**src/rtl/stream_rr_arbiter_pkg.sv**
```systemverilog
// Shared definitions for the stream round-robin arbiter: FSM state encoding
// and the default sizing constants used by the interface, picker and top.
package stream_arb_pkg;

  // Default number of requester streams (legal range 2..8).
  localparam int DEF_NUM_REQ    = 4;
  // Default width of one data word.
  localparam int DEF_DATA_WIDTH = 9;
  // Default words per grant; matches the downstream deaggregator fetch width.
  localparam int DEF_BURST_LEN  = 4;

  // Arbiter FSM: IDLE looks for a new owner, BURST forwards the owner's words.
  typedef enum logic {
    IDLE  = 1'b0,
    BURST = 1'b1
  } arb_state_e;

  // Width of the beat counter, able to hold 0..burst_len.
  function automatic int beat_cnt_width(input int burst_len);
    return $clog2(burst_len + 1);
  endfunction

endpackage

```
**src/rtl/stream_rr_arbiter_if.sv**
```systemverilog
// Stream handshake bundle between the requester FIFOs, the arbiter and the
// shared receiver FIFO. The master modport is the arbiter's view; the slave
// modport is the view of the surrounding FIFOs.
interface stream_rr_arbiter_if
  import stream_arb_pkg::*;
#(
  parameter int NUM_REQ    = DEF_NUM_REQ,
  parameter int DATA_WIDTH = DEF_DATA_WIDTH
) ();

  // Requester side: one data word and one "not empty" flag per requester.
  logic [NUM_REQ*DATA_WIDTH-1:0] req_data;
  logic [NUM_REQ-1:0]            req_empty_n;
  logic [NUM_REQ-1:0]            req_deq;

  // Receiver side: a single write port into the shared FIFO.
  logic [DATA_WIDTH-1:0]         receiver_data;
  logic                          receiver_full_n;
  logic                          receiver_enq;

  modport master (
    input  req_data,
    input  req_empty_n,
    output req_deq,
    output receiver_data,
    input  receiver_full_n,
    output receiver_enq
  );

  modport slave (
    output req_data,
    output req_empty_n,
    input  req_deq,
    input  receiver_data,
    output receiver_full_n,
    input  receiver_enq
  );

endinterface

```
**src/rtl/stream_rr_arbiter_picker.sv**
```systemverilog
// Rotating-priority search: finds the first set request bit starting one
// position above the last grant and wrapping around. Purely combinational.
module rr_priority_picker
  import stream_arb_pkg::*;
#(
  parameter int NUM_REQ = DEF_NUM_REQ
) (
  input  logic [NUM_REQ-1:0]         req,
  input  logic [$clog2(NUM_REQ)-1:0] last_grant,
  output logic                       valid,
  output logic [$clog2(NUM_REQ)-1:0] index
);

  localparam int IDX_W = $clog2(NUM_REQ);

  logic [IDX_W-1:0] cand;

  // Walk the candidates from farthest to nearest so the nearest hit wins.
  always_comb begin
    valid = 1'b0;
    index = '0;
    cand  = '0;
    for (int k = NUM_REQ; k >= 1; k--) begin
      cand = IDX_W'((int'(last_grant) + k) % NUM_REQ);
      if (req[cand]) begin
        valid = 1'b1;
        index = cand;
      end
    end
  end

endmodule

```
**src/rtl/stream_rr_arbiter.sv**
```systemverilog
// Round-robin stream arbiter: grants one requester at a time for a fixed
// burst of words into a shared FIFO. No data storage: the word path is a
// combinational mux from the owner's requester slice to the receiver.
module stream_rr_arbiter
  import stream_arb_pkg::*;
#(
  parameter int NUM_REQ    = DEF_NUM_REQ,
  parameter int DATA_WIDTH = DEF_DATA_WIDTH,
  parameter int BURST_LEN  = DEF_BURST_LEN
) (
  input  logic                       clk,
  input  logic                       rst_n,
  input  logic                       enable,
  stream_rr_arbiter_if.master        bus,
  output logic [$clog2(NUM_REQ)-1:0] grant_id,
  output logic                       busy
);

  localparam int IDX_W = $clog2(NUM_REQ);
  localparam int CNT_W = beat_cnt_width(BURST_LEN);

  arb_state_e       state;
  arb_state_e       state_next;
  logic [IDX_W-1:0] last_grant;
  logic [CNT_W-1:0] beat_cnt;

  logic             pick_valid;
  logic [IDX_W-1:0] pick_index;
  logic             grant_now;
  logic             beat;
  logic             last_beat;

  rr_priority_picker #(
    .NUM_REQ (NUM_REQ)
  ) u_picker (
    .req        (bus.req_empty_n),
    .last_grant (last_grant),
    .valid      (pick_valid),
    .index      (pick_index)
  );

  // A grant is taken only from IDLE, only when enabled, and only on the
  // current cycle's request vector.
  assign grant_now = (state == IDLE) && enable && pick_valid;

  // A beat moves one word: owner has data and the receiver has room.
  assign beat      = (state == BURST) && bus.req_empty_n[grant_id] && bus.receiver_full_n;
  assign last_beat = (beat_cnt == CNT_W'(BURST_LEN - 1));

  // State register; reset drops any burst in progress.
  always_ff @(posedge clk or negedge rst_n) begin
    if (!rst_n) begin
      state <= IDLE;
    end else begin
      state <= state_next;
    end
  end

  // Next-state logic: enable gates only new grants, never a running burst.
  always_comb begin
    state_next = state;
    unique case (state)
      IDLE: begin
        if (grant_now) begin
          state_next = BURST;
        end
      end
      BURST: begin
        if (beat && last_beat) begin
          state_next = IDLE;
        end
      end
      default: state_next = IDLE;
    endcase
  end

  // Owner, rotation pointer and beat counter; last_grant resets to the top
  // requester so requester 0 is searched first.
  always_ff @(posedge clk or negedge rst_n) begin
    if (!rst_n) begin
      grant_id   <= '0;
      last_grant <= IDX_W'(NUM_REQ - 1);
      beat_cnt   <= '0;
    end else if (grant_now) begin
      grant_id   <= pick_index;
      last_grant <= pick_index;
      beat_cnt   <= '0;
    end else if (beat) begin
      if (last_beat) begin
        beat_cnt <= '0;
      end else begin
        beat_cnt <= beat_cnt + CNT_W'(1);
      end
    end
  end

  // Strobes and data are driven only in BURST, so everything reads 0 in IDLE
  // and while reset holds the state in IDLE.
  always_comb begin
    bus.req_deq       = '0;
    bus.receiver_enq  = 1'b0;
    bus.receiver_data = '0;
    busy              = 1'b0;
    if (state == BURST) begin
      busy                  = 1'b1;
      bus.receiver_enq      = beat;
      bus.req_deq[grant_id] = beat;
      bus.receiver_data     = bus.req_data[grant_id*DATA_WIDTH +: DATA_WIDTH];
    end
  end

endmodule
```
**src/flat_wrapper.sv**
```systemverilog
// flat-port wrapper written by rule: the top's interface ports become plain ports
module stream_rr_arbiter_flat import stream_arb_pkg::*;
#(
  parameter int NUM_REQ    = DEF_NUM_REQ,
  parameter int DATA_WIDTH = DEF_DATA_WIDTH,
  parameter int BURST_LEN  = DEF_BURST_LEN
)
  (clk, rst_n, enable, grant_id, busy, bus_req_data, bus_req_empty_n, bus_req_deq, bus_receiver_data, bus_receiver_full_n, bus_receiver_enq);
  stream_rr_arbiter_if #(.NUM_REQ(NUM_REQ), .DATA_WIDTH(DATA_WIDTH)) bus_i ();
  input  logic clk;
  input  logic rst_n;
  input  logic enable;
  output logic [$clog2(NUM_REQ)-1:0] grant_id;
  output logic busy;
  input wire logic [$bits(bus_i.req_data)-1:0] bus_req_data;
  input wire logic [$bits(bus_i.req_empty_n)-1:0] bus_req_empty_n;
  output wire logic [$bits(bus_i.req_deq)-1:0] bus_req_deq;
  output wire logic [$bits(bus_i.receiver_data)-1:0] bus_receiver_data;
  input wire logic [$bits(bus_i.receiver_full_n)-1:0] bus_receiver_full_n;
  output wire logic [$bits(bus_i.receiver_enq)-1:0] bus_receiver_enq;
  assign bus_i.req_data = bus_req_data;
  assign bus_i.req_empty_n = bus_req_empty_n;
  assign bus_req_deq = bus_i.req_deq;
  assign bus_receiver_data = bus_i.receiver_data;
  assign bus_i.receiver_full_n = bus_receiver_full_n;
  assign bus_receiver_enq = bus_i.receiver_enq;
  stream_rr_arbiter #(.NUM_REQ(NUM_REQ), .DATA_WIDTH(DATA_WIDTH), .BURST_LEN(BURST_LEN)) u_core (.clk(clk), .rst_n(rst_n), .enable(enable), .bus(bus_i), .grant_id(grant_id), .busy(busy));
endmodule
```
**config.mk**
```make
export PLATFORM = sky130hd
export DESIGN_NAME = stream_rr_arbiter_flat
export DESIGN_NICKNAME = d
export VERILOG_FILES = /design/src/rtl/stream_rr_arbiter_pkg.sv /design/src/rtl/stream_rr_arbiter_if.sv /design/src/rtl/stream_rr_arbiter_picker.sv /design/src/rtl/stream_rr_arbiter.sv /design/src/flat_wrapper.sv
export SDC_FILE = /design/constraint.sdc
export NUM_CORES = 1
export LEC_CHECK = 0
export CAP_MARGIN = 20
export CORE_ASPECT_RATIO = 0.8
export CORE_UTILIZATION = 36
export CTS_CLUSTER_DIAMETER = 100
export DETAILED_ROUTE_END_ITERATION = 7
export GPL_TIMING_DRIVEN = 0
export MAX_ROUTING_LAYER = met4
export PLACE_DENSITY = 0.94
export SLEW_MARGIN = 20
export SYNTH_ARGS = -nofsm -noshare
export SYNTH_HDL_FRONTEND = slang
export SYNTH_SLANG_ARGS = --single-unit
```
**constraint.sdc**
```tcl
create_clock -name clk -period 2.8 [get_ports clk]
set_input_delay 0.28 -clock clk [delete_from_list [all_inputs] [get_ports clk]]
set_output_delay 0.28 -clock clk [all_outputs]
set_load 0.05 [all_outputs]
```
==> summary.md <==
| Metric | Value |
|---|---|
| Count of different cell masters after synthesis | `31` |
| # fillers | `149` |
| Least-Margin Pin Slew | `0.522 ns` |
| CP Class | `register to output port` |
| Number of global-route vias before repair | `852` |
| Die Ht | `44.8 um` |
| Max stage delay on crit path | `0.69 ns` |
| Crit path time final | `2.57 ns` |
| RR Endpoint | `u_core.last_grant[1]$_DFFE_PN1P_` |
| Worst path cell trace | `buf_6 > buf_6 > mux4_2 > and2_1 > clkdlybuf4s50_1` |
| Worst R2R Path Depth | `4` |
| CTS Sinks | `8` |
| Core area | `2160 sq um` |
| # setup viols final | `0` |
| Die Span X | `55.5 um` |
| Number of synthesized flops with an enable pin | `0` |
| Synth Cell Area | `825 sq um` |
| CTS buffer count | `3` |
| Final net count | `191` |
| Buffer type at the clock tree root | `clkbuf_4` |
| Max-Cap Viols | `0` |
| Global placement routability congestion | `0.819` |
| Post-CTS resize count | `0` |
| WP data required | `2.52 ns` |
| Initial antenna violation count | `0` |
| Pwr Density | `1050 nW/um^2` |
| Synth Area in Compound Gates | `15.3%` |
| Post-synthesis mux area share | `27.8%` |
| Post-Synth Adder-Cell Area | `1.52%` |
| Router iterations before antenna repair | `6` |
| Async SR Flop Fraction | `100%` |
| Routed Antenna Nets | `0` |
| Sequential Area | `203 sq um` |
| Max-slew violations | `0` |
| Synth Area in XOR/XNOR | `0%` |
| Max Fclk | `388 MHz` |
| Status | `finished clean` |
| Headroom to the max-slew limit | `65.1%` |
| Multi-input gate area | `576 sq um` |
| Worst r2r src | `u_core.state$_DFF_PN0_` |
| First-pass GRT wire length | `4290 um` |
| Layout cell share with drive strength beyond 1 | `16.7%` |
| Simple-Gate Fraction of Synth Area | `24.4%` |
| Die ar. | `2490 sq um` |
| Port bufs | `59` |
| Reg-to-reg slack, setup | `1.33 ns` |
| Synth Instances | `82` |
| Hpwl dp | `2210 um` |
| Yosys Warn Count | `0` |
| Vias per Instance | `5.48` |
| Grt ovf | `0` |
| #FFs+latches synth | `8` |
| Worst setup SP type | `register` |
| Final Util | `68.3%` |
| Crit path max fanout | `10` |
| Top_reg_cell synth | `dfrtp_1` |
| Post-Syn Nets | `127` |
| Max Buffers Root-to-Sink | `2` |
| Critical Path Start | `u_core.grant_id[0]$_DFFE_PN0P_` |
| Final hold vios | `0` |
| Crit-path slowest cell | `clkdlybuf4s50_1` |
| Initial Utilization | `38.2%` |
| CP Buf/Inv Count | `3` |
| Max IR drop VDD | `804 uV` |
| Main combinational cell family by area after synthesis | `multiplexers` |
| Fin Clk Skew | `0.0126 ns` |
| Final WL | `2730 um` |
| CTS tree | `built` |
| 1st-iter DRT viols | `33` |
| Latest clock arrival within the worst-skew pair | `0.27 ns` |
| Top delay family on crit path | `buffers and inverters` |
| Wire length per cell | `16.1 um` |
| Crit path top cell by count | `buf_6` |
| Seq/Total Area, Yosys | `24.6%` |
| H-tree Lvls | `1` |
| Setup TNS | `0 ns` |
| Leak | `0.583 nW` |
| GRT Total Usage | `23.6%` |
| Crit share post-route | `91.9%` |
| Hold/Removal Path Class | `input pin to asynchronous set/reset pin` |
| RSZ-0062 raised after global routing | `no` |
| Area grow syn2layout | `78.9%` |
| Pin count of the biggest net entering global routing | `11` |
| Ant diodes | `0` |
| IO Count | `61` |
| Synthesized area per cell | `10.1 sq um` |
| Most frequent cells in the layout | `clkdlybuf4s50_1 (59), mux4_2 (9), and2_1 (9), nand2_1 (8), dfrtp_1 (6)` |
| Critical Path Sink Type | `output port` |
| CTS Hold Bufs | `0` |
| Drc violations | `0` |
| Most common cell after layout, fill and taps aside | `clkdlybuf4s50_1` |
| Row cnt | `15` |
| Critical Path AT | `2.29 ns` |
| Clock-pin transition on the worst setup and hold timing paths | `0.06 ns` |
| Via count | `926` |
| Post-CTS setup buffer count | `0` |
-- area by class of cell --
class / count / share of cell area, %
Inverter: 3 / 0.763
Clock buffer: 3 / 1.53
Tap cell: 25 / 2.12
Multi-Input combinational cell: 65 / 39.0
Sequential cell: 8 / 13.7
Timing Repair Buffer: 59 / 40.0
Buffer: 6 / 2.80
-- cell families after synthesis --
| family | count (synthesis) |
|---|---|
| AO/OA/AOI/OAI | 17 |
| adder cells (fa/ha/maj) | 1 |
| buffers and inverters | 9 |
| flip-flops | 8 |
| multiplexers | 10 |
| AND/OR/NAND/NOR | 37 |
-- synth_stat cells, drive strengths merged (2+ instances only) --
cell type / count / area, sq um
dfrtp: 6 / 150
o32a: 2 / 20.0
inv: 3 / 11.3
buf: 5 / 37.5
nand3: 4 / 25.0
nor2: 5 / 18.8
a21o: 3 / 22.5
dfstp: 2 / 52.6
a21oi: 4 / 27.5
nor3: 2 / 10.0
nor2b: 3 / 18.8
nand2b: 3 / 18.8
a31oi: 3 / 18.8
and2: 9 / 56.3
mux4: 10 / 229
nand2: 8 / 30.0
-- power breakdown --
| part | internal (mW) | total, mW | switching [mW] |
|---|---|---|---|
| Sequential | 0.174 | 0.226 | 0.0526 |
| Clock | 0.0493 | 0.0928 | 0.0435 |
| Combinational | 0.524 | 1.24 | 0.712 |
-- worst max path at each step --
stage | to | slack [ns] | cells past startpoint
floorplan | bus_req_deq[1] | 0.25 | 4
global placement | bus_receiver_enq | 0.30 | 5
detailed placement | bus_receiver_enq | 0.29 | 5
CTS | bus_receiver_data[2] | 0.20 | 5
global route | bus_receiver_data[5] | 0.15 | 5
finish | bus_receiver_data[6] | 0.23 | 5
-- routing by layer --
layer	vias up	routed length (um)	global-route usage [%]
li1	436	-	-
met1	434	1130	27.1
met2	52	1390	41.9
met3	4	184	5.44
met4	0	22	7.50
met5	-	0	-
-- state kept, by name (all words and copies together) (netlist names) --
signal	count
u_core.beat_cnt	3
u_core.grant_id	2
u_core.last_grant	2
u_core.state	1
-- metrics by stage --
step                hold WS [ns]  area [sq um]  cells  total power [mW]  worst slack, ns
finish                     0.282          1480    169              1.56            0.226
floorplan                -0.0156           831     82              1.10            0.252
global route               0.301          1480    169              1.64            0.147
global placement           0.479          1450    166              1.45            0.304
detailed placement         0.485          1450    166              1.47            0.285
CTS                        0.287          1480    169              1.57            0.198
Power figures use the tool's default switching activity.
==> RTL edit 1, RTL diff (same flow settings) <==
Set the package constant `DEF_BURST_LEN` to 8 (it was 4).
--- a/src/rtl/stream_rr_arbiter_pkg.sv
+++ b/src/rtl/stream_rr_arbiter_pkg.sv
@@ -8,5 +8,5 @@
   localparam int DEF_DATA_WIDTH = 9;
   // Default words per grant; matches the downstream deaggregator fetch width.
-  localparam int DEF_BURST_LEN  = 4;
+  localparam int DEF_BURST_LEN  = 8;
 
   // Arbiter FSM: IDLE looks for a new owner, BURST forwards the owner's words.
Behaviour: not the same (a bounded check fails within 10 cycles, from zero or initial values and one cycle with rst_n low).
==> RTL edit 1 against the unedited design <==
- setup slack got worse by 0.095 ns
- die area rose by 8.0%
- non-clock buffer count unchanged
- area after synthesis up 8.3%
- wire length increased by 1.3%
- combinational power increased by 9.7%
- sequential cell count rose by 1
- utilization is 0.15 points higher
- the run now ends with design-rule violations left
- design area grew 4.6%
- cell count is 3.0% higher
- power is 11% higher
- via count grew 1.3%
- clock skew fell by 0.0089 ns
- largest cell class is now multi-input combinational cells
==> RTL edit 1: results (changes against the unedited design) <==
- R2R cell count: 5 (+1)
- Number of fillers in the final layout: 148 (-0.67%)
- Routed wire length per instance: 15.9 um (-1.6%)
- Detailed-routing wirelength on met1: 1060 um (-5.4%)
- Net count after synthesis: 131 (+3.1%)
- Count of different cell masters after synthesis: 33 (+6.5%)
- Pre-CTS setup slack: 0.318 ns (+0.0324 ns)
- Detailed-placement wirelength estimate: 2250 um (+1.6%)
- Vias per std cell: 5.39 (-1.6%)
- Most common library cells after synthesis: and2_1, mux4_2, dfrtp_1, nor2_1, nand2_1
- Fraction of met1 tracks used by global routing: 0.256 (-0.0158)
- Launch instance of the worst register-to-register path: u_core.grant_id[1]
- Total leakage power: 0.603 nW (+3.3%)
- Share of post-route cells with drive strength above 1: 0.148 (-0.0190)
- Crit Reg-Reg Endpoint: u_core.beat_cnt[3]
- Layout net count: 195 (+2.1%)
- Global-route met3 utilization: 0.0674 (+0.0130)
- First-pass GRT wire length: 4370 um (+1.9%)
- Switching power as a share of total power: 0.521 (+0.00188)
- Failing checks: design-rule violations
- Routed wl met3: 331 um (+80%)
- Count of unresolved DRC violations after routing: 8 (+8)
- Total global routing track utilization: 0.227 (-0.00871)
- Top flop regs: u_core.beat_cnt x4, u_core.grant_id x2, u_core.last_grant x2
- Via total after detailed routing: 938 (+1.3%)
- Outcome: finished, violations left
- End point of the critical path: bus_receiver_data[1]
==> RTL edit 1: changes by cell type after synthesis, moves of 2 or more <==
| cell | unedited run | this run |
|---|---|---|
| nand3_1 | 3 | 1 |
| a21oi_2 | 2 | 0 |
| nor2_1 | 5 | 7 |
| nand2_1 | 8 | 5 |
| mux2i_1 | 0 | 4 |
| clkbuf_1 | 1 | 3 |
==> RTL edit 1: power groups by stage <==
stage / clock (mW) / combinational (mW) / sequential (mW)
floorplan: 0 / 0.901 / 0.324
CTS: 0.104 / 1.37 / 0.263
global route: 0.113 / 1.44 / 0.273
finish: 0.0994 / 1.36 / 0.262
detailed placement: 0 / 1.37 / 0.264
global placement: 0 / 1.34 / 0.259
==> RTL edit 1: area by class of cell <==
type | instances | share of cell area
repair buffers | 59 | 0.383
clock buffers | 4 | 0.0170
plain buffers | 6 | 0.0219
inverters | 1 | 0.00243
well taps | 25 | 0.0203
flip-flops and latches | 9 | 0.148
multi-input cells | 70 | 0.408
==> RTL edit 2, RTL diff (same settings) <==
Without the edit above. Reset style: synchronous (`rst_n`), changed in 2 clocked blocks.
--- a/src/rtl/stream_rr_arbiter.sv
+++ b/src/rtl/stream_rr_arbiter.sv
@@ -49,5 +49,5 @@
 
   // State register; reset drops any burst in progress.
-  always_ff @(posedge clk or negedge rst_n) begin
+  always_ff @(posedge clk) begin
     if (!rst_n) begin
       state <= IDLE;
@@ -77,5 +77,5 @@
   // Owner, rotation pointer and beat counter; last_grant resets to the top
   // requester so requester 0 is searched first.
-  always_ff @(posedge clk or negedge rst_n) begin
+  always_ff @(posedge clk) begin
     if (!rst_n) begin
       grant_id   <= '0;
Check against the original RTL: differs if rst_n is asserted again (counterexample within 4 cycles, from zero or initial values and one cycle with rst_n low); with rst_n held inactive, the same outputs for 10 cycles.
==> RTL edit 2 against the unedited design <==
- maximum frequency decreased by 1.4%
- first-iteration DRC count decreased by 36%
- sequential cell count unchanged
- area after synthesis decreased by 4.6%
- wire length increased by 17%
- utilization increased by 6.0 points
- setup slack got worse by 0.038 ns
- design area decreased by 1.1%
- count of clock-buffer cells in the layout unchanged
- die area decreased by 4.4%
- cell count decreased by 1.2%
Power is left out: it rests on default switching activity, and per cell area and clock period it moved more than threefold.
==> RTL edit 2: results (changes against the unedited design) <==
- Count of different cell masters after synthesis: 37 (+19%)
- Post-Route Skew: 0.00667 ns (-0.00594 ns)
- Fraction of met1 tracks used by global routing: 0.262 (-0.00960)
- R2R cell count: 5 (+1)
- Pre-CTS setup slack: 0.309 ns (+0.0237 ns)
- Signal buffers share of area: 0.440 (+0.0116)
- Number of global-route vias before repair: 902 (+5.9%)
- Number of DRC markers after the initial detailed-route iteration: 21 (-36%)
- Net count after synthesis: 125 (-1.6%)
- Relative area of clock buffers and inverters in the final design: 0.0154 (+0.000170)
- Routed length on met2: 1610 um (+16%)
- Share of the final layout cell area in multi-input gates: 0.412 (+0.0215)
- Dominant synthesized flop cell: dfxtp_1
- Total global routing track utilization: 0.257 (+0.0207)
- Global-route met2 utilization: 0.471 (+0.0515)
- Outcome: complete, no violations
- Share of post-route cells with drive strength above 1: 0.154 (-0.0128)
- Post-Route WL: 3200 um (+17%)
- Detailed-placement wirelength estimate: 2420 um (+9.4%)
- Main area contributors after synthesis: mux4_2, dfxtp_1, and2_1
- Detailed-routing wirelength on met1: 1180 um (+4.8%)
- Async SR Flop Fraction: 0 (-1.00)
- Vias per std cell: 5.74 (+4.8%)
- Sequential cell area: 160 um^2 (-21%)
- Worst slew pin tran: 0.527 ns (+0.00513 ns)
- RePlAce Congestion: 0.769 (-6.1%)
- Number of fillers in the final layout: 133 (-11%)
## RTL edit 2: what timing repair did
action,4_1_cts,5_1_grt
setup endpoints to repair,0,5
endpoints found under the hold margin,0,0
hold buffers,0,0
resized for setup,0,5
## RTL edit 2: worst max-delay path: stages (launching register included)
cell and delay, ns:
dfxtp_1 0.46, buf_2 0.32, nand3_1 0.17, nor3b_1 0.27, clkdlybuf4s50_1 0.85
## RTL edit 2: final timing paths
path / from / to / slack, ns
setup / recovery: u_core.grant_id[1] / bus_req_deq[2] / 0.19
hold / removal: u_core.beat_cnt[1] / u_core.beat_cnt[1] / 0.48
setup reg to reg: u_core.grant_id[0] / u_core.beat_cnt[0] / 1.32
hold reg to reg: u_core.beat_cnt[1] / u_core.beat_cnt[1] / 0.48
## RTL edit 2: through the flow
step | cell area [um^2] | cells
after floorplan | 793 | 80
after global placement | 1420 | 164
after detailed placement | 1420 | 164
after CTS | 1450 | 167
after global routing | 1460 | 167
final | 1460 | 167
